### src/rtl/trigger_sequencer_if.sv
// Command, control, sample and status signals of the trigger sequencer; master drives, slave is the sequencer.
// Everything is sampled on the sequencer clock; nothing here carries backpressure.
interface trigger_sequencer_if #(
  parameter int CHANNELS = 8
);
  logic                cmd_valid;
  logic [7:0]          cmd_command;
  logic [31:0]         cmd_param;
  logic                arm;
  logic                abort;
  logic                sample_valid;
  logic [CHANNELS-1:0] channels;
  logic                armed;
  logic                triggered;
  logic [1:0]          stage;

  modport master (
    output cmd_valid, cmd_command, cmd_param, arm, abort, sample_valid, channels,
    input  armed, triggered, stage
  );

  modport slave (
    input  cmd_valid, cmd_command, cmd_param, arm, abort, sample_valid, channels,
    output armed, triggered, stage
  );
endinterface

### src/rtl/trigger_sequencer.sv
// 4-stage serial trigger: decodes 0xC0-0xCF setup commands, steps stages on sample_valid, pulses triggered.
// Edge terms are built only with TRIGGER_SEQUENCER_EDGE_EN; triggered lags the completing stage by 1 cycle; no backpressure.
module trigger_sequencer #(
  parameter int CHANNELS    = 8,
  parameter int STAGES      = 4,
  parameter int DELAY_WIDTH = 16
) (
  input logic                clock,
  input logic                reset_n,
  trigger_sequencer_if.slave bus
);

  typedef enum logic [1:0] {
    S_IDLE  = 2'd0,
    S_MATCH = 2'd1,
    S_DELAY = 2'd2,
    S_FIRED = 2'd3
  } state_e;

  state_e state_q, state_d;

  logic [STAGES-1:0][CHANNELS-1:0]    mask_q, mask_d;
  logic [STAGES-1:0][CHANNELS-1:0]    value_q, value_d;
  logic [STAGES-1:0][DELAY_WIDTH-1:0] delay_q, delay_d;
  logic [STAGES-1:0]                  start_q, start_d;
`ifdef TRIGGER_SEQUENCER_EDGE_EN
  logic [STAGES-1:0][CHANNELS-1:0]    edge_q, edge_d;
  logic [CHANNELS-1:0]                prev_q, prev_d;
  logic                               prev_valid_q, prev_valid_d;
`endif
  logic [1:0]                         stage_q, stage_d;
  logic [DELAY_WIDTH-1:0]             cnt_q, cnt_d;
  logic                               triggered_q, triggered_d;

  logic       cmd_reset;
  logic       cmd_cfg;
  logic [1:0] cmd_stage;
  logic       armed;
  logic       level_hit;
  logic       edge_hit;
  logic       stage_hit;
  logic       cnt_done;
  logic       unused_param_bits;

  // Only some parameter bits are meaningful; the rest are deliberately dropped.
  assign unused_param_bits = ^bus.cmd_param;

  assign cmd_reset = bus.cmd_valid && (bus.cmd_command == 8'h00);
  assign cmd_cfg   = bus.cmd_valid && (bus.cmd_command[7:4] == 4'hC) &&
                     ((state_q == S_IDLE) || (state_q == S_FIRED));
  assign cmd_stage = bus.cmd_command[3:2];
  assign armed     = (state_q == S_MATCH) || (state_q == S_DELAY);

  assign level_hit = ((bus.channels ^ value_q[stage_q]) & mask_q[stage_q]) == '0;
`ifdef TRIGGER_SEQUENCER_EDGE_EN
  // Without a previous sample only a stage with no edge requirement can match.
  assign edge_hit  = prev_valid_q ?
                     ((edge_q[stage_q] & (bus.channels ^ prev_q)) == edge_q[stage_q]) :
                     (edge_q[stage_q] == '0);
`else
  assign edge_hit  = 1'b1;
`endif
  assign stage_hit = level_hit && edge_hit;

  // A zero count completes at once; otherwise completion is the strobe that takes it to zero.
  assign cnt_done  = (cnt_q == '0) || (bus.sample_valid && (cnt_q == DELAY_WIDTH'(1)));

  always_comb begin
    state_d     = state_q;
    stage_d     = stage_q;
    cnt_d       = cnt_q;
    triggered_d = 1'b0;
    mask_d      = mask_q;
    value_d     = value_q;
    delay_d     = delay_q;
    start_d     = start_q;
`ifdef TRIGGER_SEQUENCER_EDGE_EN
    edge_d       = edge_q;
    prev_d       = prev_q;
    prev_valid_d = prev_valid_q;
    if (armed && bus.sample_valid) begin
      prev_d       = bus.channels;
      prev_valid_d = 1'b1;
    end
`endif

    case (state_q)
      S_IDLE, S_FIRED: begin
        if (bus.arm) begin
          state_d = S_MATCH;
          stage_d = 2'd0;
`ifdef TRIGGER_SEQUENCER_EDGE_EN
          prev_valid_d = 1'b0;
`endif
        end
      end
      S_MATCH: begin
        if (bus.sample_valid && stage_hit) begin
          state_d = S_DELAY;
          cnt_d   = delay_q[stage_q];
        end
      end
      S_DELAY: begin
        if (cnt_done) begin
          cnt_d = '0;
          if (start_q[stage_q] || (stage_q == 2'd3)) begin
            triggered_d = 1'b1;
            state_d     = S_FIRED;
          end else begin
            stage_d = stage_q + 2'd1;
            state_d = S_MATCH;
          end
        end else if (bus.sample_valid) begin
          cnt_d = cnt_q - DELAY_WIDTH'(1);
        end
      end
      default: state_d = S_IDLE;
    endcase

    if (cmd_cfg) begin
      case (bus.cmd_command[1:0])
        2'd0: mask_d[cmd_stage]  = bus.cmd_param[CHANNELS-1:0];
        2'd1: value_d[cmd_stage] = bus.cmd_param[CHANNELS-1:0];
        2'd2: begin
          delay_d[cmd_stage] = bus.cmd_param[DELAY_WIDTH-1:0];
          start_d[cmd_stage] = bus.cmd_param[27];
        end
`ifdef TRIGGER_SEQUENCER_EDGE_EN
        2'd3: edge_d[cmd_stage]  = bus.cmd_param[CHANNELS-1:0];
`endif
        default: ;
      endcase
    end

    // Abort and the reset command override any transition, including a pending trigger.
    if (bus.abort || cmd_reset) begin
      state_d     = S_IDLE;
      stage_d     = 2'd0;
      cnt_d       = '0;
      triggered_d = 1'b0;
    end

    if (cmd_reset) begin
      mask_d  = '0;
      value_d = '0;
      delay_d = '0;
      start_d = '0;
`ifdef TRIGGER_SEQUENCER_EDGE_EN
      edge_d  = '0;
`endif
    end
  end

  always_ff @(posedge clock or negedge reset_n) begin
    if (!reset_n) begin
      state_q     <= S_IDLE;
      stage_q     <= 2'd0;
      cnt_q       <= '0;
      triggered_q <= 1'b0;
      mask_q      <= '0;
      value_q     <= '0;
      delay_q     <= '0;
      start_q     <= '0;
`ifdef TRIGGER_SEQUENCER_EDGE_EN
      edge_q       <= '0;
      prev_q       <= '0;
      prev_valid_q <= 1'b0;
`endif
    end else begin
      state_q     <= state_d;
      stage_q     <= stage_d;
      cnt_q       <= cnt_d;
      triggered_q <= triggered_d;
      mask_q      <= mask_d;
      value_q     <= value_d;
      delay_q     <= delay_d;
      start_q     <= start_d;
`ifdef TRIGGER_SEQUENCER_EDGE_EN
      edge_q       <= edge_d;
      prev_q       <= prev_d;
      prev_valid_q <= prev_valid_d;
`endif
    end
  end

  assign bus.armed     = armed;
  assign bus.triggered = triggered_q;
  assign bus.stage     = stage_q;

endmodule

### src/flat_wrapper.sv
// flat-port wrapper written by rule: the top's interface ports become plain ports
module trigger_sequencer_flat 
#(
  parameter int CHANNELS    = 8,
  parameter int STAGES      = 4,
  parameter int DELAY_WIDTH = 16
)
  (clock, reset_n, bus_cmd_valid, bus_cmd_command, bus_cmd_param, bus_arm, bus_abort, bus_sample_valid, bus_channels, bus_armed, bus_triggered, bus_stage);
  trigger_sequencer_if #(.CHANNELS(CHANNELS)) bus_i ();
  input logic clock;
  input logic reset_n;
  input wire logic [$bits(bus_i.cmd_valid)-1:0] bus_cmd_valid;
  input wire logic [$bits(bus_i.cmd_command)-1:0] bus_cmd_command;
  input wire logic [$bits(bus_i.cmd_param)-1:0] bus_cmd_param;
  input wire logic [$bits(bus_i.arm)-1:0] bus_arm;
  input wire logic [$bits(bus_i.abort)-1:0] bus_abort;
  input wire logic [$bits(bus_i.sample_valid)-1:0] bus_sample_valid;
  input wire logic [$bits(bus_i.channels)-1:0] bus_channels;
  output wire logic [$bits(bus_i.armed)-1:0] bus_armed;
  output wire logic [$bits(bus_i.triggered)-1:0] bus_triggered;
  output wire logic [$bits(bus_i.stage)-1:0] bus_stage;
  assign bus_i.cmd_valid = bus_cmd_valid;
  assign bus_i.cmd_command = bus_cmd_command;
  assign bus_i.cmd_param = bus_cmd_param;
  assign bus_i.arm = bus_arm;
  assign bus_i.abort = bus_abort;
  assign bus_i.sample_valid = bus_sample_valid;
  assign bus_i.channels = bus_channels;
  assign bus_armed = bus_i.armed;
  assign bus_triggered = bus_i.triggered;
  assign bus_stage = bus_i.stage;
  trigger_sequencer #(.CHANNELS(CHANNELS), .STAGES(STAGES), .DELAY_WIDTH(DELAY_WIDTH)) u_core (.clock(clock), .reset_n(reset_n), .bus(bus_i));
endmodule
### config.mk
export PLATFORM = sky130hd
export DESIGN_NAME = trigger_sequencer_flat
export DESIGN_NICKNAME = d
export VERILOG_FILES = /design/src/rtl/trigger_sequencer_if.sv /design/src/rtl/trigger_sequencer.sv /design/src/flat_wrapper.sv
export SDC_FILE = /design/constraint.sdc
export NUM_CORES = 1
export LEC_CHECK = 0
export ABC_AREA = 0
export CAP_MARGIN = 20
export CORE_ASPECT_RATIO = 0.9
export CORE_MARGIN = 2
export CORE_UTILIZATION = 45
export DETAILED_ROUTE_END_ITERATION = 7
export DONT_BUFFER_PORTS = 1
export GPL_TIMING_DRIVEN = 0
export HOLD_SLACK_MARGIN = 0.12
export PLACE_DENSITY = 0.66
export SYNTH_ARGS = -nofsm -noshare
export SYNTH_HDL_FRONTEND = slang
export SYNTH_SLANG_ARGS = --single-unit
### constraint.sdc
create_clock -name clock -period 2.4 [get_ports clock]
set_input_delay 0.48 -clock clock [delete_from_list [all_inputs] [get_ports clock]]
set_output_delay 0.48 -clock clock [all_outputs]
set_load 0.005 [all_outputs]
==> results.sh <==
export IMPL_outcome="finished, violations left"
export IMPL_violations="hold timing"
export IMPL_leakage_nw=3.87
export IMPL_initialDrtViolationCount=613
export IMPL_syn_to_final_growth_pct=16.5
export IMPL_fin_area_um2=8910
export IMPL_worstSetupEndpointType="register"
export IMPL_fin_nets=887
export IMPL_critPathLaunchType="register"
export IMPL_power_w=0.00668
export IMPL_crit_buf_inv=2
export IMPL_maxCapViolCount=0
export IMPL_clockBufferDepth=2
export IMPL_clockRootBuffer="clkbuf_16"
export IMPL_htree_levels=4
export IMPL_clock_skew_ns=0.0102
export IMPL_io_buffers=0
export IMPL_peakVddDrop_mv=0.490
export IMPL_start_util_pct=45.6
export IMPL_fp_dieH_um=128
export IMPL_fp_dieArea_um2=18100
export IMPL_mostFrequentLayoutCells="nand2_1 (186), dfrtp_1 (152), a21oi_1 (74), o21ai_0 (51), nor2_1 (42)"
export IMPL_grt_pass1_wl_um=34100
export IMPL_via_count=6227
export IMPL_syn_area_um2=7650
export IMPL_criticalPathCategory="reg2reg"
export IMPL_drtPass1Iterations=5
export IMPL_tightestPinTransition_ns=0.725
export IMPL_slew_headroom_pct=51.7
export IMPL_power_density_nw_per_um2=749
export IMPL_crit_required_ns=2.68
export IMPL_synth_async_reset_ratio_pct=100
export IMPL_wl_per_cell_um=20.5
export IMPL_grt_overflow=0
export IMPL_numPlacedInstances=995
export IMPL_die_w_um=141
export IMPL_cpMaxStageDelayCell="dfrtp_1"
export IMPL_antenna_found_initial=1
export IMPL_clock_sinks=153
export IMPL_path_clk_slew_ns=0.06
export IMPL_path_cells="inv_1 > ha_1 > nand4_1 > nor3b_4 > nand3_2 > buf_2 > nand2_1 > a21oi_1"
export IMPL_hold_class="in2async"
export IMPL_synth_edf_count=0
export IMPL_drv_slew=0
export IMPL_synth_nets=843
export IMPL_core_um2=16800
export IMPL_setup_violations=0
export IMPL_placedInstanceArea_um2=7920
export IMPL_synth_cell_types=61
export IMPL_rsz0062_at_grt="yes"
export IMPL_layout_commonest_cell="nand2_1"
export IMPL_rows=45
export IMPL_cp_max_fo=10
export IMPL_timing_hold_ws_ns=-0.264
export IMPL_ys_seq_elements=153
export IMPL_antenna_left=0
export IMPL_wirelength_um=21500
export IMPL_ys_flop_type="dfrtp_1"
export IMPL_drive_gt1_share_pct=17.3
export IMPL_vias_per_cell=5.92
export IMPL_grt_util_all_layers_pct=24.8
export IMPL_hpwl_um=14500
export IMPL_critical_path_max_stage_delay_ns=0.40
export IMPL_yosys_warnings=0
export IMPL_layout_cells_non_filler=1052
export IMPL_tns_ns=0
export IMPL_seq_area_frac_synth_pct=50.1
export IMPL_max_freq_mhz=427
export IMPL_pin_count=58
export IMPL_drc_errors=0
export IMPL_hold_viol=153
export IMPL_cp_top_family="simple AND/OR/NAND/NOR gates"
export IMPL_routabilityCongestion=0.881
export IMPL_grt_max_degree=154
export IMPL_clk_latency_ns=0.44
export IMPL_period_share_pct=97.7
export IMPL_numCtsBuffers=17
export IMPL_cp_arrival_ns=2.63
export IMPL_fin_crit_ns=2.34
export IMPL_syn_area_per_cell_um2=9.77
export IMPL_syn_inst=783
export IMPL_cts_tree="done"
export IMPL_grt_pass1_vias=6032
==> final timing paths <==
path	depth (start not counted)	slack [ns]	from	to
setup / recovery	8	0.06	u_core.state_q[0]	u_core.delay_q[59]
hold / removal	0	-0.26	reset_n	u_core.value_q[22]
setup reg to reg	8	0.06	u_core.state_q[0]	u_core.delay_q[59]
hold reg to reg	2	0.48	u_core.delay_q[1]	u_core.delay_q[1]
max in group asynchronous	0	2.42	reset_n	u_core.cnt_q[12]
min in group clock	2	0.17	bus_cmd_param[8]	u_core.delay_q[56]
==> through the flow <==
| stage | hold WS [ns] | worst slack, ns | utilization, % |
|---|---|---|---|
| final | -0.264 | 0.0556 | 53.1 |
| after global routing | -0.278 | -0.0714 | 53.1 |
| after CTS | -0.273 | -0.0148 | 52.0 |
| after detailed placement | 0.186 | -0.583 | 47.2 |
| after global placement | 0.187 | -0.604 | 47.1 |
| after floorplan | 0.184 | 0.0507 | - |
==> per-layer routing <==
layer  global-route usage, %  up-vias  wire length (um)
met2                    37.0      229              9760
met4                    7.18        0               354
li1                        -     2852                 -
met5                       0        -                 0
met3                    6.05       28              1660
met1                    36.3     3118              9750
==> cells in the mapped netlist, types with 4 or more instances <==
cell      number  area (um^2)
ha_1           6         75.1
nand2b_1       4         25.0
o211ai_1       6         45.0
nor4_1         8         50.1
nor3_1         6         30.0
a21oi_1       75          375
buf_1          7         26.3
a211oi_2       6         75.1
inv_1         11         41.3
nor2_1        48          180
o21ai_0       51          255
dfrtp_1      153         3830
clkbuf_1      34          128
nand4_1        6         37.5
xor2_1        34          298
buf_2          5         25.0
mux4_2        17          383
a22o_1         9         78.8
a22oi_1        9         67.6
nand2_1      188          706
mux2i_1       28          280
nand3_1        7         35.0
==> cells by family (layout without fill, tap and decap cells) <==
logic type               Yosys count  count (layout)  synth area share (%)
flip-flops                       153             153                  50.1
other                              0               1                     0
XOR/XNOR                          37              37                  4.24
multiplexers                      47              47                  9.02
adder cells (fa/ha/maj)            6               6                 0.982
AND/OR/NAND/NOR                  290             291                  16.8
AO/OA/AOI/OAI                    193             193                  16.0
buffers and inverters             57             113                  2.88
==> final cells by class <==
cell class              instances  area, um^2
fillers                      1521        7870
repair buffers                 25         225
inverters                      11        41.3
well taps                     211         264
flip-flops and latches        153        3830
multi-input cells             574        3750
diodes                          1        2.50
plain buffers                  45         225
clock inverters                14         139
clock buffers                  18         429
==> flip-flops by register name (all words and copies together) (netlist names) <==
| name | cells |
|---|---|
| u_core.delay_q | 64 |
| u_core.mask_q | 32 |
| u_core.value_q | 32 |
| u_core.cnt_q | 16 |
| u_core.start_q | 4 |
| u_core.bus.stage | 2 |
| u_core.state_q | 2 |
| u_core.bus.triggered | 1 |
==> worst reg2reg max path: cells and delay by family (launching register included) <==
kind | cells | cell delay (ns)
AND/OR/NAND/NOR | 4 | 1.01
flip-flops | 1 | 0.40
buffers and inverters | 2 | 0.37
adder cells (fa/ha/maj) | 1 | 0.35
AO/OA/AOI/OAI | 1 | 0.07
==> repair_timing <==
| item | in CTS | in global routing |
|---|---|---|
| buffers inserted | 14 | 10 |
| pin swaps | 14 | 11 |
| hold endpoints to repair | 153 | 153 |
| cloned | 1 | 0 |
| setup endpoints to repair | 98 | 123 |
| resized for setup | 32 | 47 |
==> power breakdown <==
part / leakage [nW] / internal, W / switching, W
Sequential: 2.11 / 0.00272 / 0.000107
Combinational: 1.49 / 0.000544 / 0.000693
Clock: 0.275 / 0.00145 / 0.00117
Total: 3.87 / 0.00471 / 0.00197
No activity file was read; power rests on OpenSTA's default activity.
